<file path="config.mk">
export PLATFORM = sky130hd
export DESIGN_NAME = pll_lock_supervisor
export DESIGN_NICKNAME = d
export VERILOG_FILES = /design/src/rtl/pll_lock_supervisor.sv
export SDC_FILE = /design/constraint.sdc
export NUM_CORES = 1
export LEC_CHECK = 0
export CORE_UTILIZATION = 46
export CTS_BUF_LIST = sky130_fd_sc_hd__clkbuf_4
export CTS_CLUSTER_DIAMETER = 150
export DETAILED_ROUTE_END_ITERATION = 8
export PLACE_DENSITY_LB_ADDON = 0.08
export SLEW_MARGIN = 20
export SYNTH_ARGS = -nofsm -noshare
export SYNTH_HDL_FRONTEND = slang
export SYNTH_SLANG_ARGS = --single-unit
</file>
<file path="constraint.sdc">
create_clock -name refclk -period 5.3 [get_ports refclk]
set_clock_uncertainty 0.2 [all_clocks]
set_input_delay 0.53 -clock refclk [delete_from_list [all_inputs] [get_ports refclk]]
set_output_delay 0.53 -clock refclk [all_outputs]
set_load 0.005 [all_outputs]
</file>
<file path="src/rtl/pll_lock_supervisor.sv">
// Lock supervisor and staged reset generator for the EF2 PLL wrapper.
// Optional lock-loss glitch filter: define PLL_SUP_GLITCH_FILTER_EN.
module pll_lock_supervisor #(
   parameter int unsigned NUM_CH             = 3,
   parameter int unsigned PLL_RST_CYC        = 32,
   parameter int unsigned RELOCK_TIMEOUT_CYC = 65536,
   parameter int unsigned LOCK_STABLE_CYC    = 1024,
   parameter int unsigned STAGE_GAP_CYC      = 16,
   parameter int unsigned MAX_RETRY          = 3
) (
   input  logic              refclk,
   input  logic              reset,
   input  logic              extlock,
   input  logic [NUM_CH-1:0] ch_mask,
   input  logic              clear_fault,
   output logic              pll_reset,
   output logic [NUM_CH-1:0] ch_rst,
   output logic              locked,
   output logic              fault,
   output logic [3:0]        retry_cnt,
   output logic [7:0]        loss_cnt
);

   localparam int unsigned CNT_MAX = 131072;

   if (NUM_CH < 1 || NUM_CH > 8 || PLL_RST_CYC < 2 || PLL_RST_CYC > CNT_MAX ||
       RELOCK_TIMEOUT_CYC < 1 || RELOCK_TIMEOUT_CYC > CNT_MAX ||
       LOCK_STABLE_CYC < 1 || LOCK_STABLE_CYC > CNT_MAX ||
       STAGE_GAP_CYC < 1 || (NUM_CH - 1) * STAGE_GAP_CYC >= CNT_MAX ||
       MAX_RETRY < 1 || MAX_RETRY > 15) begin : g_param_err
      $error("pll_lock_supervisor: parameter out of range");
   end

   localparam logic [2:0] S_PLL_RST   = 3'd0;
   localparam logic [2:0] S_WAIT_LOCK = 3'd1;
   localparam logic [2:0] S_STABLE    = 3'd2;
   localparam logic [2:0] S_RELEASE   = 3'd3;
   localparam logic [2:0] S_RUN       = 3'd4;
   localparam logic [2:0] S_FAULT     = 3'd5;

   localparam logic [16:0] PLL_LAST = 17'(PLL_RST_CYC - 1);
   localparam logic [16:0] TMO_LAST = 17'(RELOCK_TIMEOUT_CYC - 1);
   localparam logic [16:0] STB_LAST = 17'(LOCK_STABLE_CYC - 1);
   localparam logic [16:0] REL_LAST = 17'((NUM_CH - 1) * STAGE_GAP_CYC);

   logic [1:0]        ext_sync_q;
   logic              extlock_s;
   logic              qual_q;
   logic [2:0]        state_q, state_d;
   logic [16:0]       cnt_q, cnt_d;
   logic [3:0]        retry_q, retry_d;
   logic [7:0]        loss_q, loss_d;
   logic              pll_reset_q, pll_reset_d;
   logic [NUM_CH-1:0] ch_rst_q, ch_rst_d;
   logic              locked_q, locked_d;
   logic              fault_q, fault_d;

   assign extlock_s = ext_sync_q[1];

   always_ff @(posedge refclk) begin
      if (reset) ext_sync_q <= '0;
      else       ext_sync_q <= {ext_sync_q[0], extlock};
   end

`ifdef PLL_SUP_GLITCH_FILTER_EN
   // Loss qualifies on the 4th consecutive low cycle of extlock_s.
   logic [1:0] low_cnt_q;
   always_ff @(posedge refclk) begin
      if (reset || extlock_s) begin
         low_cnt_q <= '0;
         qual_q    <= 1'b0;
      end else begin
         if (low_cnt_q != 2'd3) low_cnt_q <= low_cnt_q + 2'd1;
         qual_q <= (low_cnt_q == 2'd3);
      end
   end
`else
   always_ff @(posedge refclk) begin
      if (reset) qual_q <= 1'b0;
      else       qual_q <= ~extlock_s;
   end
`endif

   always_comb begin
      state_d = state_q;
      cnt_d   = cnt_q + 17'd1;
      retry_d = retry_q;
      loss_d  = loss_q;
      case (state_q)
         S_PLL_RST:   if (cnt_q == PLL_LAST) state_d = S_WAIT_LOCK;
         S_WAIT_LOCK: begin
            if (extlock_s) begin
               state_d = S_STABLE;
            end else if (cnt_q == TMO_LAST) begin
               retry_d = retry_q + 4'd1;
               state_d = (retry_d == 4'(MAX_RETRY)) ? S_FAULT : S_PLL_RST;
            end
         end
         S_STABLE: begin
            if (!extlock_s)              state_d = S_WAIT_LOCK;
            else if (cnt_q == STB_LAST)  state_d = S_RELEASE;
         end
         S_RELEASE, S_RUN: begin
            if (state_q == S_RUN) cnt_d = cnt_q;
            if (qual_q) begin
               state_d = S_PLL_RST;
               if (loss_q != 8'hFF) loss_d = loss_q + 8'd1;
            end else if (state_q == S_RELEASE && cnt_q == REL_LAST) begin
               state_d = S_RUN;
            end
         end
         S_FAULT: begin
            cnt_d = cnt_q;
            if (clear_fault) begin
               state_d = S_PLL_RST;
               retry_d = '0;
            end
         end
         default: state_d = S_PLL_RST;
      endcase

      if (state_d != state_q) cnt_d = '0;
      if (state_d == S_RUN && state_q != S_RUN) retry_d = '0;

      // Outputs are registered from the next state so they track it exactly.
      pll_reset_d = (state_d == S_PLL_RST) || (state_d == S_FAULT);
      locked_d    = (state_d == S_RUN);
      fault_d     = (state_d == S_FAULT);
      ch_rst_d    = '1;
      if (state_d == S_RUN) begin
         ch_rst_d = ch_mask;
      end else if (state_d == S_RELEASE) begin
         for (int unsigned k = 0; k < NUM_CH; k++)
            ch_rst_d[k] = ch_mask[k] | (32'(cnt_d) < k * STAGE_GAP_CYC);
      end
   end

   always_ff @(posedge refclk) begin
      if (reset) begin
         state_q     <= S_PLL_RST;
         cnt_q       <= '0;
         retry_q     <= '0;
         loss_q      <= '0;
         pll_reset_q <= 1'b1;
         ch_rst_q    <= '1;
         locked_q    <= 1'b0;
         fault_q     <= 1'b0;
      end else begin
         state_q     <= state_d;
         cnt_q       <= cnt_d;
         retry_q     <= retry_d;
         loss_q      <= loss_d;
         pll_reset_q <= pll_reset_d;
         ch_rst_q    <= ch_rst_d;
         locked_q    <= locked_d;
         fault_q     <= fault_d;
      end
   end

   assign pll_reset = pll_reset_q;
   assign ch_rst    = ch_rst_q;
   assign locked    = locked_q;
   assign fault     = fault_q;
   assign retry_cnt = retry_q;
   assign loss_cnt  = loss_q;

endmodule

</file>
### Word-level counts from Yosys, hierarchy flattened

Index checks and enable logic that the tools add are counted.
Widths: inputs -> output; s select.

* flip-flop bits (word level): 41
* bits of input ports: 7
* output and inout bits: 18
* logic and storage cells: 66

* $add $sub $neg: 3
* order comparisons: 2
* eq/ne operators: 19
* muxes and demuxes: 19
* bitwise operators: 3
* reduce and logical (&&, ||, !) cells: 10

Operators with widths (number)
* $mux 17: 2
* $pmux 17 s2: 1
* $mux 3: 11
* $add 17x1->17 const B: 1
* $eq 17x10->1 const B: 1
* $eq 17x16->1 const B: 1
* $eq 17x5->1 const B: 1
* $eq 17x6->1 const B: 1
* $lt 17x5->1 const B: 1
* $lt 17x6->1 const B: 1
* $pmux 3 s5: 1
* $eq 3x3->1 const B: 4
* $mux 4: 3
* $eq 3x2->1 const B: 3
* $add 8x1->8 const B: 1
* $ne 8x8->1 const B: 1
* $pmux 4 s2: 1
* $logic_not 3->1: 2
* $ne 2x2->1 const B: 3
* $add 4x1->4 const B: 1
* $eq 4x2->1 const B: 1
* $reduce_and 4->1: 1
* $reduce_or 2->1: 2
* $eq 3x1->1 const B: 1
* 8 further kinds: 10

### Depth between registers and ports, before layout

Gate-level depths: netlist of run 1.

* depth in word-level cells: 12
* depth in mapped cells: 14
* gate-level depth less buffers: 10

### Worst setup path before layout of run 1

No wires, ideal clock.

* kind: flip-flop to flip-flop
* start point: register cnt_q[5]
* end point: register cnt_q[0]
* library setup time: 0.089 ns
* arrival: 2.878 ns
* required time: 5.011 ns
* setup slack: 2.133 ns
* stages on the path, launching flop included: 15
* buffers on the path: 4
* period minus slack after synthesis: 3.167 ns
* cell sequence: dfxtp_1 > buf_2 > and3_1 > clkbuf_1 > and3_1 > clkbuf_1 > nand4_1 > nor2_1 > ha_1 > o21ai_0 > a22o_1 > a2111oi_4 > xnor2_1 > buf_6 > nor4_2

* longest elaborated chain between the ends: 7
* elaborated cells on any way between the ends: 15
* those cells by class: eq/ne: 5; mux: 9; reduce/logical: 1

RTL lines
* from (decl): RTL line 50 `logic [16:0] cnt_q, cnt_d;`
* from (signal assigned): RTL line 150 `cnt_q <= cnt_d;`
* $eq 17x6->1: RTL line 108 `end else if (state_q == S_RELEASE && cnt_q == REL_LAST) begin`
* $logic_and 1x1->1: RTL line 108
* $mux 3: RTL line 108
* $mux 3: RTL line 105 `if (qual_q) begin`
* $pmux 3 s5 *: RTL line 89 `case (state_q)`
* $ne 3x3->1 *: RTL line 122 `if (state_d != state_q) cnt_d = '0;`
* $mux 17 *: RTL line 122

Every way passes the cells marked *; elsewhere a longest branch is shown, timed or not.
A chain may end at the register's enable or synchronous reset.

### Worst setup path after layout of run 1

* start point: register cnt_q[5]
* end point: register cnt_q[1]

The elaborated chain is that of the path after synthesis.

==> results of run 1 <==
cell usage after synthesis, drive strengths merged, types with 2 or more instances:
cell type | count | area [µm²]
nor3b | 2 | 15.0
or2 | 2 | 12.5
a31oi | 2 | 12.5
a22o | 2 | 17.5
nand2b | 7 | 43.8
a32oi | 2 | 17.5
buf | 6 | 35.0
and4 | 3 | 26.3
a2111oi | 2 | 37.5
nor2b | 6 | 37.5
mux2i | 2 | 20.0
nor4bb | 2 | 20.0
clkbuf | 12 | 45.0
nand3b | 3 | 22.5
nor3 | 9 | 45.0
nand3 | 4 | 20.0
ha | 7 | 87.6
a21o | 2 | 15.0
nor2 | 24 | 90.1
dfxtp | 41 | 821
nand4 | 11 | 68.8
nand2 | 21 | 78.8
xor2 | 14 | 123
xnor2 | 13 | 114
o21ai | 9 | 45.0
inv | 7 | 26.3
a21oi | 8 | 40.0
and3 | 12 | 75.1
nor4 | 18 | 196
o2bb2ai | 2 | 17.5
metal layers:
layer | part of all wire [%] | track usage (%) | vias up
met5 | 0 | 0 | -
met4 | 1.1 | 5.98 | 0
met3 | 3.9 | 4.94 | 5
met2 | 44 | 30.6 | 40
met1 | 51 | 28.9 | 933
li1 | - | - | 994
worst paths after layout:
| path | from | endpoint | cells after the start |
|---|---|---|---|
| setup / recovery | cnt_q[5]$_SDFF_PP0_ | cnt_q[1]$_SDFFE_PP0P_ | 10 |
| hold / removal | ext_sync_q[0]$_SDFF_PP0_ | ext_sync_q[1]$_SDFF_PP0_ | 1 |
| setup reg to reg | cnt_q[5]$_SDFF_PP0_ | cnt_q[1]$_SDFFE_PP0P_ | 10 |
| hold reg to reg | ext_sync_q[0]$_SDFF_PP0_ | ext_sync_q[1]$_SDFF_PP0_ | 1 |
cell usage in the layout, fill, tap and decap left out, types with 3 or more instances in the layout:
master,count
dfxtp_1,41
nor2_1,24
clkdlybuf4s50_1,24
nand2_1,21
xor2_1,14
and3_1,12
xnor2_1,12
nand4_1,11
nor4_2,11
nor3_1,9
o21ai_0,9
a21oi_1,8
inv_1,7
nand2b_1,7
ha_1,7
nor2b_1,6
nor4_1,6
clkbuf_4,6
nand3_1,4
and4_1,3
nand3b_1,3
cells by family after synthesis:
| kind of cell | after synthesis |
|---|---|
| XOR/XNOR | 27 |
| multiplexers | 2 |
| AND/OR/NAND/NOR | 128 |
| AO/OA/AOI/OAI | 38 |
| flip-flops | 41 |
| buffers and inverters | 25 |
| adder cells (fa/ha/maj) | 7 |
area by class of cell:
| type | count | share of cell area, % |
|---|---|---|
| Multi-Input combinational cell | 202 | 53.2 |
| Clock inverter | 2 | 1.26 |
| Timing Repair Buffer | 25 | 9.22 |
| Inverter | 7 | 0.978 |
| Clock buffer | 6 | 1.68 |
| Sequential cell | 41 | 30.5 |
| Tap cell | 67 | 3.12 |
stage by stage:
step           cells  total power [mW]
2_1_floorplan    268             0.336
6_report         350             0.548
3_5_place_dp     342             0.344
4_1_cts          350             0.552
5_1_grt          350             0.568
3_3_place_gp     342             0.344
sequential cells by signal, summed over array words and instances (netlist names), 2 cells and up:
| name | count |
|---|---|
| loss_cnt | 8 |
| state_q | 3 |
| cnt_q | 17 |
| ext_sync_q | 2 |
| retry_cnt | 4 |
| ch_rst | 3 |
where the power goes:
part           total [mW]  leakage, nW  internal (mW)  switching [mW]
Sequential          0.315        0.332          0.312         0.00328
Clock               0.211       0.0433          0.103           0.108
Combinational      0.0224        0.562        0.00976          0.0126
Total               0.548        0.937          0.425           0.124
==> metrics.yaml, run 1 <==
critical_path:
  path_class: "flip-flop to flip-flop"
  path_delay_family: "compound AO/OA/AOI/OAI gates"
  cpMaxStageDelayCell: "a2111oi_4"
  cp_max_fo: 17
  cp-start-kind: "flip-flop"
  cpMostUsedCell: "and3_1"
  max_stage_delay_ns: 0.53
  crit_chain: "and3_1 -> and3_1 -> nand4_1 -> nor2_1 -> ha_1 -> o21ai_0 -> a22o_1 -> a2111oi_4 -> xnor2_4 -> a2111oi_1"
  reg2reg_slack_ns: 1.75
  critPathBufInv: 0
  worstPathArrival_ns: 3.60
  critPathCaptureType: "flip-flop"
  worstPathRequired_ns: 5.35
synth:
  syn_area_mm2: 0.00234
  yosys_warnings: 0
  synth_edf_count: 0
  synth.avg_cell_area_um2: 8.73
  synth_top_family_by_area: "simple AND/OR/NAND/NOR gates"
  synth.distinct_cells: 48
  synth_compound_area_share_pct: 12.0
  ys.flop_type: "dfxtp_1"
  synthAdderAreaFrac_pct: 3.75
  synthArstFlopShare_pct: 0
  yosysSeqAreaShare_pct: 35.1
  yosys_register_bits: 41
  synthSimpleGateAreaFrac_pct: 33.7
  synth_nets: 282
  synth_cells: 268
  synth_mux_area_share_pct: 0.856
  synth_xor_area_share_pct: 10.1
final_layout:
  syn_to_final_growth_pct: 14.9
  stdcell_area_mm2: 0.00269
  utilization_pct: 55.8
  regArea_um2: 821
  nets: 296
  fill_cells: 477
  diodes: 0
  multi_input_area_mm2: 0.00143
  drive_above_1_share_pct: 8.83
routing:
  wire_per_inst_um: 14.5
  final_antenna_net_count: 0
  dr.pass1.iters: 4
  vias_per_cell: 5.63
  routed_wl_um: 5070
  drtIter0Drc: 85
  drc_errors: 0
  num_vias: 1972
placement:
  hpwl_um: 3450
  io_buffers: 24
  gp_congestion: 0.813
  post_dp_cell_area_mm2: 0.00260
  pre_cts_slack_ns: 1.75
timing:
  fmax_ghz: 0.282
  fin_crit_ns: 3.55
  relSlewSlack_pct: 35.8
  whs_ns: 0.251
  maxSlewViolCount: 0
  period_share_pct: 67.0
  worstMarginPinSlew_ns: 0.963
  fin_setup_tns_ns: 0
  worst_slack_ns: 1.75
  setup_viol: 0
  finalHoldViolCount: 0
  rsz0062_at_grt: "false"
clock_tree:
  cts.sinks: 41
  post-cts-setup-buffers: 0
  clk_pin_slew_ns: 0.12
  clkLatencyLatePin_ns: 0.36
  clock_path_buffers: 2
  cts_tree: "yes"
  cts_resized: 0
  cts_buffers: 5
  ctsHoldBuffers: 0
  clockRootBuffer: "clkbuf_4"
  htree_levels: 2
power:
  powerDensity_mw_per_mm2: 204
  power_leakage_nw: 0.937
  vdd_drop_max_mv: 0.151
floorplan:
  die_area_mm2: 0.00537
  rows: 25
  core_area_mm2: 0.00482
  start_util_pct: 48.5
  chipHeight_um: 73.3
  die_x_um: 73.3
  ios: 25
hold_path:
  hp-class: "flip-flop to flip-flop"
global_routing:
  antenna_found_initial: 0
  grt_pass1_wl_um: 8420
  grt_pass1_vias: 1746
  gr-usage-all-layers_pct: 20.4
  grt-ovfl-total: 0
  grt_max_degree: 21
run_status:
  status: "complete, no violations"
run:
  maxCapViolations: 0
(Power assumes the default switching activity.)
==> run 2: changes to the inputs <==
clock period = 3.19 ns   (was 5.3 ns; I/O delays follow)
==> metrics.yaml, run 2 (same netlist as run 1, synthesis figures left out) <==
critical_path:
  cp_max_fo: 10
  cpMaxStageDelayCell: "dfxtp_2"
  r2r-end: "cnt_q[4]$_SDFF_PP0_"
  worstPathArrival_ns: 2.99
  timing.rr.start: "cnt_q[8]$_SDFF_PP0_"
  path_class: "flip-flop to flip-flop"
  cpMostUsedCell: "and3_1"
  reg2reg_slack_ns: 0.27
  max_stage_delay_ns: 0.41
  crit_chain: "and3_1 -> and3_1 -> nand4_1 -> nor2_2 -> ha_1 -> o21ai_0 -> a22o_1 -> a2111oi_4 -> xnor2_2 -> buf_4 -> nor4b_1"
  critPathCaptureType: "flip-flop"
  ff2ff_path_depth: 11
  worstPathRequired_ns: 3.26
  cp-start-kind: "flip-flop"
final_layout:
  final_cell_mix: "dfxtp_1 (38), clkdlybuf4s50_1 (24), nor2_1 (23), nand2_1 (21)"
  top_register: "cnt_q"
  drive_above_1_share_pct: 15.2
  syn_to_final_growth_pct: 19.3
  multi_input_area_mm2: 0.00143
  regArea_um2: 825
  fill_cells: 473
  nets: 309
  diodes: 0
  final_common_cell: "dfxtp_1"
  largest_reg_flops: 17
clock_tree:
  post-cts-setup-buffers: 0
  cts_tree: "yes"
  clkLatencyLatePin_ns: 0.36
  clock_path_buffers: 2
  clockRootBuffer: "clkbuf_4"
  ctsHoldBuffers: 0
  clk_pin_slew_ns: 0.13
  cts_buffers: 5
  cts.sinks: 41
  cts_resized: 0
  htree_levels: 2
global_routing:
  grt-ovfl-total: 0
  grt_max_degree: 21
  grt_pass1_wl_um: 8670
  gr-usage-all-layers_pct: 21.0
  grt_pass1_vias: 1843
  antenna_found_initial: 0
power:
  powerDensity_mw_per_mm2: 330
  vdd_drop_max_mv: 0.197
  total_power_uw: 921
  power_leakage_nw: 1.01
floorplan:
  ios: 25
  start_util_pct: 48.5
  die_x_um: 73.3
  die_area_mm2: 0.00537
  chipHeight_um: 73.3
  rows: 25
  core_area_mm2: 0.00482
placement:
  hpwl_um: 3610
  io_buffers: 24
  gp_congestion: 0.826
timing:
  fmax_ghz: 0.343
  rsz0062_at_grt: "false"
  setup_viol: 0
  period_share_pct: 91.4
  fin_crit_ns: 2.92
  maxSlewViolCount: 0
  fin_setup_tns_ns: 0
  finalHoldViolCount: 0
  worstMarginPinSlew_ns: 0.741
  relSlewSlack_pct: 49.9
routing:
  routed_wl_um: 5080
  final_antenna_net_count: 0
  num_vias: 1987
  drtIter0Drc: 85
  vias_per_cell: 5.47
  wire_per_inst_um: 14.0
  dr.pass1.iters: 4
  drc_errors: 0
hold_path:
  min_to: "ext_sync_q[1]$_SDFF_PP0_"
  hp-class: "flip-flop to flip-flop"
  hold_path_startpoint: "ext_sync_q[0]$_SDFF_PP0_"
  hold_path_depth: 1
run_status:
  status: "complete, no violations"
run:
  maxCapViolations: 0
[run 2: cell type report]
class                           count  area share [%]
Tap cell                           67            3.01
Clock buffer                        6            1.62
Sequential cell                    41            29.6
Multi-Input combinational cell    202            51.1
Timing Repair Buffer               38            12.4
Inverter                            7           0.942
Clock inverter                      2            1.39
[run 2: worst max-delay path by stage]
stage	cells after the start	slack, ns	endpoint	start
after floorplan	14	0.02	cnt_q[0]$_SDFFE_PP0P_	cnt_q[5]$_SDFF_PP0_
after global placement	11	0.26	cnt_q[4]$_SDFF_PP0_	cnt_q[8]$_SDFF_PP0_
after detailed placement	11	0.22	cnt_q[4]$_SDFF_PP0_	cnt_q[8]$_SDFF_PP0_
after CTS	11	0.16	cnt_q[4]$_SDFF_PP0_	cnt_q[8]$_SDFF_PP0_
after global routing	11	0.01	cnt_q[4]$_SDFF_PP0_	cnt_q[8]$_SDFF_PP0_
final	11	0.27	cnt_q[4]$_SDFF_PP0_	cnt_q[8]$_SDFF_PP0_
[run 2: critical path, delay by kind of cell (launching register included)]
family | cells | cell delay, ns
AND/OR/NAND/NOR | 5 | 0.99
AO/OA/AOI/OAI | 3 | 0.67
flip-flops | 1 | 0.41
buffers and inverters | 1 | 0.22
adder cells (fa/ha/maj) | 1 | 0.18
XOR/XNOR | 1 | 0.16
[run 2: stage by stage]
| step | util, % | setup WS (ns) | cells | cell area [µm²] | hold slack [ns] |
|---|---|---|---|---|---|
| after floorplan | - | 0.0235 | 268 | 2340 | 0.214 |
| after global placement | 55.9 | 0.260 | 355 | 2700 | 0.221 |
| after detailed placement | 55.9 | 0.224 | 355 | 2700 | 0.229 |
| after CTS | 57.7 | 0.160 | 363 | 2780 | 0.256 |
| after global routing | 57.9 | 0.0112 | 363 | 2790 | 0.280 |
| final | 57.9 | 0.273 | 363 | 2790 | 0.251 |
[run 2: power by group]
part / total, mW / switching, mW / internal (mW)
clock: 0.359 / 0.183 / 0.175
sequential: 0.523 / 0.00575 / 0.518
combinational: 0.0396 / 0.0216 / 0.0180
[run 2: metal layers]
layer	vias to the layer above	GRT usage [%]	routed length (µm)
met3	2	4.53	197
met5	-	0	0
li1	1016	-	-
met1	928	29.2	2560
met2	41	32.7	2290
met4	0	6.41	27
